[config.mk]
export PLATFORM = sky130hd
export DESIGN_NAME = chk_tol_cmp
export DESIGN_NICKNAME = d
export VERILOG_FILES = /design/src/rtl/result_checker_chk_tol_cmp.sv
export SDC_FILE = /design/constraint.sdc
export NUM_CORES = 1
export LEC_CHECK = 0
export ABC_CLOCK_PERIOD_IN_PS = 8500
export BUFFER_PORTS_ARGS = -buffer_cell sky130_fd_sc_hd__buf_2
export CORE_AREA = 2 2 100 102
export CTS_CLUSTER_DIAMETER = 150
export DETAILED_ROUTE_END_ITERATION = 10
export DIE_AREA = 0 0 102 104
export PLACE_DENSITY = 0.67
export SLEW_MARGIN = 20
export SYNTH_ARGS = -nofsm -noshare
export SYNTH_HDL_FRONTEND = slang
export SYNTH_SLANG_ARGS = --single-unit
[constraint.sdc]
create_clock -name clk -period 8.5 [get_ports clk]
set_input_delay 1.275 -clock clk [delete_from_list [all_inputs] [get_ports clk]]
set_output_delay 1.275 -clock clk [all_outputs]
set_load 0.01 [all_outputs]
[src/rtl/result_checker_chk_tol_cmp.sv]
// Compare stage: registers the issued bank/address, then selects the returned words and checks
// |out - gold| <= tol on the signed low DATA_W bits without wrap.
module chk_tol_cmp #(
    parameter int unsigned DATA_W     = 8,
    parameter int unsigned WORD_W     = 16,
    parameter int unsigned NUM_BANKS  = 6,
    parameter int unsigned BANK_IDX_W = 3,
    parameter int unsigned ADDR_W     = 18
) (
    input  logic                        clk,
    input  logic                        rst,
    input  logic                        flush,
    input  logic                        issue_valid,
    input  logic [BANK_IDX_W-1:0]       issue_bank,
    input  logic [ADDR_W-1:0]           issue_addr,
    input  logic [DATA_W-1:0]           tol,
    input  logic [NUM_BANKS*WORD_W-1:0] dut_rdata,
    input  logic [NUM_BANKS*WORD_W-1:0] gold_rdata,
    output logic                        cmp_valid,
    output logic                        cmp_fail,
    output logic [ADDR_W-1:0]           cmp_addr,
    output logic [DATA_W-1:0]           cmp_out,
    output logic [DATA_W-1:0]           cmp_gold
);

    logic                  valid_q, valid_d;
    logic [BANK_IDX_W-1:0] bank_q, bank_d;
    logic [ADDR_W-1:0]     addr_q, addr_d;
    logic [DATA_W-1:0]     out_w, gold_w;
    logic [DATA_W:0]       diff, mag;
    logic                  unused_hi;

    always_comb begin
        valid_d = issue_valid & ~flush;
        bank_d  = issue_valid ? issue_bank : bank_q;
        addr_d  = issue_valid ? issue_addr : addr_q;
    end

    always_ff @(posedge clk or negedge rst) begin
        if (!rst) begin
            valid_q <= 1'b0;
            bank_q  <= '0;
            addr_q  <= '0;
        end else begin
            valid_q <= valid_d;
            bank_q  <= bank_d;
            addr_q  <= addr_d;
        end
    end

    always_comb begin
        out_w  = '0;
        gold_w = '0;
        for (int unsigned b = 0; b < NUM_BANKS; b++) begin
            if (bank_q == BANK_IDX_W'(b)) begin
                out_w  = dut_rdata[b*WORD_W +: DATA_W];
                gold_w = gold_rdata[b*WORD_W +: DATA_W];
            end
        end
    end

    // Sign-extend by one bit so the difference of two DATA_W signed values cannot wrap.
    always_comb begin
        diff     = {out_w[DATA_W-1], out_w} - {gold_w[DATA_W-1], gold_w};
        mag      = diff[DATA_W] ? (~diff + (DATA_W+1)'(1)) : diff;
        cmp_fail = mag > {1'b0, tol};
    end

    assign cmp_valid = valid_q & ~flush;
    assign cmp_addr  = addr_q;
    assign cmp_out   = out_w;
    assign cmp_gold  = gold_w;
    assign unused_hi = ^{dut_rdata, gold_rdata};

endmodule

### Yosys cells after proc, flatten, opt, wreduce, memory -nomap -nowiden

Cells that the tools add are included.

* output and inout port bits: 36
* register bits after elaboration: 22
* input port bits: 225
* logic and storage cells: 29

* eq/ne operators: 5
* $lt $le $gt $ge: 1
* reductions and logical operators: 1
* $add $sub $neg: 2
* bitwise operators: 4
* muxes and demuxes: 13

Operators with widths (number)
* 8-bit two-way mux: 12
* 9-bit by 1-bit adder with 9-bit output (second input constant): 1
* 9-bit by 8-bit > comparator with 1-bit output: 1
* 9-bit two-way mux: 1
* 9-bit inverter: 1
* 8-bit by 8-bit subtractor with 9-bit output: 1
* 3-bit by 2-bit equality test with 1-bit output (second input constant): 2
* 3-bit equality test (second input constant): 2
* 3-bit by 1-bit equality test with 1-bit output (second input constant): 1
* 3-bit zero test: 1
* 1-bit AND: 2
* 1-bit inverter: 1

### Depth between registers and ports, before layout

Gate-level depths: netlist of the first run.

* depth after elaboration: 12
* mapped depth: 20
* gate-level depth less buffers: 19

### Worst setup path before layout of the first run

Ideal clock, no wire load.

* path type: input -> output
* start point: input port dut_rdata[50]
* end point: output port cmp_fail
* setup slack: 2567 ps
* path buffers: 0
* cell stages on the path: 17
* required time: 7225 ps
* arrival time: 4658 ps
* cells stage by stage: mux4_2 nand2_1 o21ai_0 ha_1 nor2b_4 o21a_1 o21ai_2 nand3_2 a21oi_1 xnor2_1 ha_1 a21o_1 a21o_1 a21o_1 a221oi_1 a41oi_1 a41o_1

* word-level cells in the longest chain between the ends: 8

Ends and longest elaborated chain
* start: declaration: line 17 `input logic [NUM_BANKS*WORD_W-1:0] dut_rdata,`
* 8-bit two-way mux * (3 in series): line 55 `if (bank_q == BANK_IDX_W'(b)) begin`
* net cmp_out[2]: line 22 `output logic [DATA_W-1:0] cmp_out,`
* 8-bit by 8-bit subtractor with 9-bit output *: line 64 `diff = {out_w[DATA_W-1], out_w} - {gold_w[DATA_W-1], gold_w};`
* 9-bit inverter: line 65 `mag = diff[DATA_W] ? (~diff + (DATA_W+1)'(1)) : diff;`
* 9-bit by 1-bit adder with 9-bit output: line 65
* 9-bit two-way mux *: line 65
* 9-bit by 8-bit > comparator with 1-bit output *: line 66 `cmp_fail = mag > {1'b0, tol};`
* end: declaration: line 20 `output logic cmp_fail,`

The timed path passes the listed nets; every way through them passes the cells marked *.

### Worst setup path after layout of the first run

* start point: input port dut_rdata[50]
* end point: output port cmp_fail

* word-level cells in the longest chain between the ends: 8

Ends and longest elaborated chain (line)
* 8-bit two-way mux * (3 in series): 55
* 8-bit by 8-bit subtractor with 9-bit output *: 64
* 9-bit inverter: 65
* 9-bit by 1-bit adder with 9-bit output: 65
* 9-bit two-way mux *: 65
* 9-bit by 8-bit > comparator with 1-bit output *: 66

Mark *: on every way between the ends. The rest lies on a longest branch, timed or not.

==> impl_metrics.ini, run 1 <==
[status]
run_status = finished, final reports clean

[synth]
synth_fp_nets = 484
synth_ff_type = dfrtp_1
synth_top_area_share_pct = 23.47
seq_area_frac_synth_pct = 23.47
netlist_area_sq_um = 2346
synthCells = 241
synth-async-reset-ratio_pct = 100.0
ys_ff_latch = 22
synth_top_cells_by_area = dfrtp_1, mux2_2, mux4_2, ha_1, mux2i_1
yosysWarnings = 0
synth.largest_area_cell = dfrtp_1
synth-edff-count = 0
synth_area_per_cell_sq_um = 9.734
ys_types = 43

[drt]
wl_mm = 7.735
via_count = 2436
ant_nets = 0
avgRoutedWirePerCell_um = 14.49
viasPerCell = 4.562
remaining_drc_errors = 0
dr.pass1.iters = 4
drt-initial-drc-count = 78

[clock_network]
clkTransAtPathRegs_ns = 0.07
clk_path_buf_depth = 2
clock-sinks = 22
clkLatencyLatePin_ns = 0.26
cts_tree = yes
post_cts_buffers = 0
cts_buffers = 3
root_buffer = clkbuf_8
cts_resized = 0
h-tree-depth = 1
postCtsHoldBufs = 0

[place]
port_buffers = 164
dpl.hpwl_mm = 6.648
finalWeightedCongestion = 0.8278

[sta]
rsz0062_at_grt = false
relSlewSlack_pct = 63.82
final-hold-violation-count = 0
min_period_ns = 6.451
drv_slew = 0
finalSetupViolCount = 0
fmax_ghz = 0.1550
worst_pin_slew_ns = 0.5427
finClkSkew_ns = 0
setup_tns_ns = 0
finalCritPeriodShare_pct = 75.90

[global_route]
grt_usage_pct = 13.75
grt_max_degree = 25
grt_pass1_vias = 2458
grt-ovfl-total = 0
grt_pass1_wl_mm = 11.68
grt_antenna_before_repair = 3

[run]
cap_violations = 0

[power_and_ir_drop]
leakagePower_nw = 1.734
peakVddDrop_v = 0.0001309
pwr_density_cell_nw_per_um2 = 192.0
total_power_mw = 0.6425

[floorplan]
rows = 36
core_area_sq_um = 9549
die-area_sq_um = 10610
ios = 261
start_util_pct = 24.57
die_height_um = 104
die_w_um = 102

[setup_path]
end_kind = output pin
required_ns = 7.22
crit_fanout = 7
crit_type = primary input to output pin
critPathLaunchType = primary input
cp_data_arrival_time_ns = 5.18

[layout]
layout_commonest_cell = buf_2
layout.nets = 643
final_cell_mix = buf_2, mux2_2, dfrtp_1, inv_1, mux2i_1
n_fill_cell = 1005
drive_gt1_share_pct = 53.63
area_growth_pct = 42.67

[hold_path]
hold_path_class = register to register
-- cell usage after synthesis (2+ instances only) --
master	instances
xor2_1	4
a21o_1	3
o22ai_1	4
nor3_1	2
mux2_2	24
nand3_1	2
o21a_1	3
clkbuf_1	4
nand2b_1	3
buf_1	2
a22oi_1	3
xnor2_1	8
a21oi_1	17
o221ai_1	2
nor2_1	17
a211oi_2	2
mux4_2	12
nand2_1	13
o21ai_0	9
inv_1	20
nor2b_1	5
ha_1	17
mux2i_1	19
buf_2	6
dfrtp_1	22
-- area by class of cell --
class	count	area (sq um)	share of cell area, %
multi-input cells	187	1668	49.83
repair buffers	166	835.8	24.97
flip-flops and latches	22	551.8	16.49
well taps	133	166.4	4.972
inverters	20	75.07	2.243
clock buffers	4	45.04	1.346
diodes	2	5.005	0.1495
-- worst max-delay path, stage by stage --
cell and delay (ns):
buf_2 0.09, mux4_2 0.49, nand2_1 0.10, o21ai_0 0.15, ha_1 0.39, nor2b_4 0.14, o21a_1 0.19, o21ai_2 0.27
nand3_2 0.19, a21oi_1 0.21, xnor2_1 0.15, ha_1 0.26, a21o_1 0.18, a21o_1 0.17, a21o_1 0.17, a221oi_1 0.28
a41oi_1 0.08, a41o_1 0.23, buf_2 0.14
-- registers in the layout (all words and copies together) (netlist names) --
name and count:
bank_q 3, cmp_addr 18, valid_q 1
-- cells by family after synthesis --
| group | count (synthesis) | share of synthesized area (%) |
|---|---|---|
| buffers and inverters | 32 | 5.440 |
| XOR/XNOR | 12 | 4.480 |
| flip-flops | 22 | 23.47 |
| AND/OR/NAND/NOR | 48 | 10.29 |
| adder cells (fa/ha/maj) | 18 | 9.920 |
| AO/OA/AOI/OAI | 54 | 15.25 |
| multiplexers | 55 | 31.15 |
-- worst paths after layout --
path / from / endpoint / slack [ns] / cells after the start
max in group asynchronous: rst / bank_q[0] / 7.20 / 1
min in group asynchronous: rst / cmp_addr[6] / 0.96 / 1
worst max-delay path: dut_rdata[50] / cmp_fail / 2.05 / 19
worst min register to register: cmp_addr[14] / cmp_addr[14] / 0.51 / 1
worst max register to register: bank_q[2] / bank_q[2] / 7.05 / 2
worst min-delay path: cmp_addr[14] / cmp_addr[14] / 0.51 / 1
-- where the power goes --
group	leakage, nW	internal (mW)	switching (mW)	total [mW]
Combinational	1.45	0.222	0.231	0.452
Clock	0.0228	0.0334	0.0311	0.0645
Sequential	0.258	0.115	0.0107	0.125
-- layer usage --
layer / routed length (um) / share of wire (%) / vias to the layer above / track usage (%)
met5: 13 / 0.17 / - / 0
met4: 28 / 0.36 / 2 / 1.524
met3: 752 / 9.7 / 6 / 4.032
met2: 3822 / 49 / 110 / 25.00
met1: 3117 / 40 / 1117 / 16.26
li1: - / - / 1201 / -
-- through the flow --
stage | instance area [sq um] | setup slack (ns) | instances | hold slack [ns] | util, %
floorplan | 2346 | 2.567 | 241 | 0.5511 | -
global placement | 3297 | 2.087 | 528 | 0.4867 | 34.53
detailed placement | 3297 | 2.052 | 528 | 0.4894 | 34.53
CTS | 3342 | 2.035 | 532 | 0.5160 | 35.00
global route | 3344 | 1.811 | 533 | 0.5259 | 35.02
finish | 3347 | 2.049 | 534 | 0.5130 | 35.05
Note: power is estimated with default switching activity, not from simulation.
==> inputs of run 2 (changes only) <==
- ABC_AREA: default -> 1
- ABC_CLOCK_PERIOD_IN_PS: 8500 -> 5290
- PLACE_DENSITY: 0.67 -> 0.7
- clock period: 8.5 -> 5.29 ns (I/O delays scaled with it)
==> impl_metrics.ini, run 2 <==
[status]
run_status = finished, final reports clean

[setup_path]
crit_fanout = 16
crit_type = register to output pin
reg2regPathDepth = 3
r2r_slack_ns = 4.34
reg2reg_from = bank_q[2]
required_ns = 4.50
startpoint = bank_q[1]
r2r-end = bank_q[2]
end_kind = output pin
cp_data_arrival_time_ns = 4.08
endpoint = cmp_fail
critPathLaunchType = register

[synth]
synth_most_common_cell = nand2_1
synth-async-reset-ratio_pct = 100.0
synthCells = 380
synth_fp_nets = 623
synth_top_cells_by_area = nand2_1, dfrtp_1, ha_1, nand3_1, inv_1
netlist_area_sq_um = 2376
ys_types = 32
yosysWarnings = 0
synth-edff-count = 0
ys_ff_latch = 22
synth_area_per_cell_sq_um = 6.253
seq_area_frac_synth_pct = 23.17
synth_top_area_share_pct = 25.91
synth_common_cells = nand2_1, nand3_1, inv_1
synth_ff_type = dfrtp_1
synth.largest_area_cell = nand2_1

[layout]
area_growth_pct = 42.07
layout.nets = 783
fin_util_pct = 35.35
seqCellArea_sq_um = 550.5
n_fill_cell = 1067
largest_register_ffs = 18
fin_area_sq_um = 3376
stdcell_count = 672
multiInputGateArea_sq_um = 1577
drive_gt1_share_pct = 37.85
antenna_cells = 0
final_cell_mix = nand2_1, buf_2, nand3_1, inv_1, dfrtp_1

[floorplan]
die_height_um = 104
core_area_sq_um = 9549
rows = 36
die_w_um = 102
die-area_sq_um = 10610
ios = 261
start_util_pct = 24.88

[sta]
relSlewSlack_pct = 62.03
min_period_ns = 4.870
worst_pin_slew_ns = 0.5660
hold_ws_ns = 0.4725
finalSetupViolCount = 0
final-hold-violation-count = 0
drv_slew = 0
fmax_ghz = 0.2053
setup_tns_ns = 0
finClkSkew_ns = 0
rsz0062_at_grt = false
finalCritPeriodShare_pct = 92.07

[power_and_ir_drop]
pwr-share-clk_pct = 12.4
peakVddDrop_v = 0.0001873
seq_power_share_pct = 19.2
power.internal_mw = 0.5216
leakagePower_nw = 2.030
switchingPower_mw = 0.4774
pwr_density_cell_nw_per_um2 = 295.9
netSwitchingFraction_pct = 47.79
comb_power_share_pct = 68.4

[drt]
viasPerCell = 4.561
wl_mm = 8.955
drt-initial-drc-count = 85
ant_nets = 0
avgRoutedWirePerCell_um = 13.33
via_count = 3065
remaining_drc_errors = 0
dr.pass1.iters = 4

[place]
place_area_sq_um = 3308
finalWeightedCongestion = 0.8642
numPlacedInstances = 668
port_buffers = 164
dpl.hpwl_mm = 7.575

[clock_network]
cts_buffers = 3
post_cts_buffers = 0
clkTransAtPathRegs_ns = 0.08
clock-sinks = 22
clkLatencyLatePin_ns = 0.27
cts_tree = yes
postCtsHoldBufs = 0
root_buffer = clkbuf_8
clk_path_buf_depth = 2
h-tree-depth = 1

[global_route]
grt_usage_pct = 16.58
grt_antenna_before_repair = 1
met1_usage_pct = 20.57
grt_pass1_wl_mm = 13.89
busiest_layer = met2
grt-ovfl-total = 0
grt_max_degree = 26
met3_usage_pct = 2.352
grt_pass1_vias = 3015
met2_usage_pct = 28.71

[run]
cap_violations = 0

[hold_path]
hold_path_class = register to register
run 2: how the worst min path moves through the flow:
stage | endpoint | depth (start not counted) | slack (ns) | start
CTS | cmp_addr[12] | 2 | 0.48 | cmp_addr[12]
global route | cmp_addr[14] | 2 | 0.50 | cmp_addr[14]
finish | cmp_addr[12] | 2 | 0.47 | cmp_addr[12]
detailed placement | cmp_addr[2] | 2 | 0.46 | cmp_addr[2]
floorplan | bank_q[0] | 0 | 0.50 | rst
global placement | cmp_addr[4] | 2 | 0.45 | cmp_addr[4]
run 2: per-stage QoR:
stage,power (mW),setup WS [ns]
6_report,0.9990,0.4197
5_1_grt,1.112,0.02942
4_1_cts,1.008,0.3236
3_5_place_dp,0.8816,0.5596
3_3_place_gp,0.8560,0.6492
2_1_floorplan,0.6758,1.113
run 2: worst max-delay path, cell delays in order (launching register included):
cell      delay, ns
dfrtp_1        0.44
inv_2          0.10
nor2_1         0.05
nand2_1        0.07
inv_2          0.15
nand2_1        0.10
nand3_1        0.07
a221oi_1       0.41
nand2_1        0.17
ha_1           0.40
nand2_1        0.10
nor2_1         0.10
nand2_1        0.08
nand3_1        0.07
nand2_1        0.08
nand2_2        0.10
nand2_4        0.09
nand2_2        0.07
xor2_1         0.13
inv_1          0.06
ha_1           0.30
a21oi_1        0.13
o21ai_0        0.10
a21oi_1        0.13
nand2_1        0.06
nand2_1        0.05
nand2_1        0.05
buf_2          0.13
run 2: power groups by stage:
stage | logic (mW) | registers (mW) | clock network [mW]
floorplan | 0.475 | 0.201 | 0
global placement | 0.662 | 0.194 | 0
detailed placement | 0.687 | 0.195 | 0
CTS | 0.688 | 0.192 | 0.128
global route | 0.788 | 0.194 | 0.129
finish | 0.684 | 0.192 | 0.124
run 2: logic make-up (layout without fill, tap and decap cells):
logic type / after synthesis / after routing / synth area share (%)
AO/OA/AOI/OAI: 34 / 34 / 10.80
flip-flops: 22 / 22 / 23.17
adder cells (fa/ha/maj): 18 / 18 / 9.794
buffers and inverters: 61 / 220 / 11.01
AND/OR/NAND/NOR: 241 / 241 / 43.76
XOR/XNOR: 4 / 4 / 1.474
run 2: final cells by class:
cell class	instances	area share, %
timing repair buffer	167	24.98
tap	133	4.930
multi-input combinational	297	46.70
clock buffer	4	1.631
sequential	22	16.31
inverter	49	5.448
run 2: repair_timing:
item / CTS / global route
gates resized for setup: 0 / 2
endpoints found under the hold margin: 0 / 0
endpoints found under the setup margin: 0 / 1
run 2: layer usage:
metal	vias up	part of all wire, %	wire [um]
li1	1539	-	-
met1	1364	43	3806
met2	152	47	4211
met3	10	8.8	789
met4	0	1.6	147
met5	-	0	0
==> inputs of run 3 (changes only) <==
- ABC_CLOCK_PERIOD_IN_PS: 5290 -> 4200
- clock period: 5.29 -> 4.2 ns (I/O delays scaled with it)
==> impl_metrics.ini, run 3 (synthesis gave the netlist of run 2 again) <==
[status]
run_status = finished with violations
violations = setup timing

[power_and_ir_drop]
comb_power_share_pct = 77.8
leakagePower_nw = 2.472
seq_power_share_pct = 13.6
peakVddDrop_v = 0.0002529
netSwitchingFraction_pct = 45.13
pwr_density_cell_nw_per_um2 = 406.8
pwr-share-clk_pct = 8.6
power.internal_mw = 0.9781
total_power_mw = 1.783
switchingPower_mw = 0.8046

[setup_path]
cp_data_arrival_time_ns = 3.85
crit_type = register to output pin
end_kind = output pin
required_ns = 3.57
crit_fanout = 3
critPathLaunchType = register

[drt]
viasPerCell = 4.515
wl_mm = 10.06
avgRoutedWirePerCell_um = 13.53
drt-initial-drc-count = 92
ant_nets = 0
remaining_drc_errors = 0
via_count = 3355
dr.pass1.iters = 4

[global_route]
grt_antenna_before_repair = 1
grt_max_degree = 26
grt-ovfl-total = 0
grt_pass1_wl_mm = 15.79
grt_pass1_vias = 3503
grt_usage_pct = 18.66

[hold_path]
hold_path_class = primary input to asynchronous set/reset pin

[floorplan]
start_util_pct = 24.88
die_w_um = 102
die_height_um = 104
rows = 36
ios = 261
core_area_sq_um = 9549
die-area_sq_um = 10610

[layout]
largest_register_ffs = 18
layout_commonest_cell = buf_2
n_fill_cell = 959
final_cell_mix = buf_2, nand2_1, buf_4, inv_1, nand3_1
drive_gt1_share_pct = 53.77
fin_util_pct = 45.89
antenna_cells = 0
layout.nets = 854
area_growth_pct = 84.41

[sta]
rsz0062_at_grt = true
drv_slew = 0
finalCritPeriodShare_pct = 106.6
fmax_ghz = 0.2234
worst_pin_slew_ns = 0.5396
fin_ws_ns = -0.2755
relSlewSlack_pct = 63.80
finClkSkew_ns = 0
final-hold-violation-count = 0
finalSetupViolCount = 1
min_period_ns = 4.475

[place]
port_buffers = 164
pre_cts_ws_ns = -0.1871
dpl.hpwl_mm = 7.863
finalWeightedCongestion = 0.8603

[run]
cap_violations = 0

[clock_network]
h-tree-depth = 1
cts_tree = yes
clock-sinks = 22
postCtsHoldBufs = 0
clkTransAtPathRegs_ns = 0.08
clkLatencyLatePin_ns = 0.27
cts_buffers = 3
root_buffer = clkbuf_8
clk_path_buf_depth = 2
[run 3: changes by cell type in the layout (fill, tap and decap cells not counted), sizes merged]
cell / before / now
buf: 167 / 238
clkinv: 1 / 2
inv: 48 / 47
[run 3: path summary, 6_finish.rpt]
check,from,to,slack (ns),cells after the start
min,rst,cmp_addr[9],0.33,1
max reg2reg,bank_q[2],bank_q[2],3.23,3
min in group clk,cmp_addr[12],cmp_addr[12],0.47,2
min reg2reg,cmp_addr[12],cmp_addr[12],0.47,2
max in group asynchronous,rst,bank_q[2],3.50,1
max,bank_q[1],cmp_fail,-0.28,25
[run 3: worst max-delay path, stage by stage (launching register included)]
cell	delay, ns
dfrtp_1	0.41
buf_4	0.14
buf_4	0.13
nor3_4	0.25
nand2_1	0.12
nand3_2	0.10
inv_1	0.05
ha_2	0.18
fa_2	0.63
ha_4	0.14
inv_2	0.04
nor2_4	0.13
nand3_2	0.11
nor2_4	0.11
inv_2	0.05
nand2_1	0.06
nand2_1	0.06
nand2_2	0.09
ha_4	0.22
a21oi_4	0.15
o21ai_2	0.06
nand2_1	0.06
nand2_1	0.04
nand2_1	0.06
nand2_1	0.06
buf_2	0.13
[run 3: metal layers]
metal,share of wire [%],GRT usage [%]
met5,0,0
met4,2.6,7.333
met3,8.4,4.368
met2,49,33.08
met1,40,21.19
[run 3: stage by stage]
step / hold slack (ns) / std cells / instance area, sq um / TNS, ns
after floorplan: 0.3344 / 380 / 2376 / 0
after global placement: 0.4501 / 695 / 3561 / -0.1336
after detailed placement: 0.4540 / 695 / 3561 / -0.1871
after CTS: 0.3348 / 743 / 4235 / -0.3176
after global routing: 0.3621 / 743 / 4382 / -0.5071
final: 0.3288 / 743 / 4382 / -0.2755
[run 3: power groups by stage]
| stage | logic, mW | registers, mW | clock network, mW |
|---|---|---|---|
| finish | 1.39 | 0.243 | 0.153 |
| detailed placement | 0.970 | 0.245 | 0 |
| floorplan | 0.598 | 0.253 | 0 |
| CTS | 1.22 | 0.242 | 0.158 |
| global route | 1.53 | 0.245 | 0.162 |
| global placement | 0.935 | 0.245 | 0 |
[run 3: repair_timing]
action | in CTS | in global routing
pin swaps | 22 | 29
setup buffers | 46 | 7
endpoints found under the setup margin | 1 | 3
gates cloned | 0 | 0
gates resized for setup | 56 | 39
[run 3: area by class of cell]
| type | instances | area (sq um) | area share [%] |
|---|---|---|---|
| clock buffer | 4 | 55.05 | 1.256 |
| inverter | 49 | 198.9 | 4.540 |
| multi-input combinational | 297 | 1921 | 43.83 |
| sequential | 22 | 553.0 | 12.62 |
| tap | 133 | 166.4 | 3.798 |
| timing repair buffer | 238 | 1488 | 33.95 |
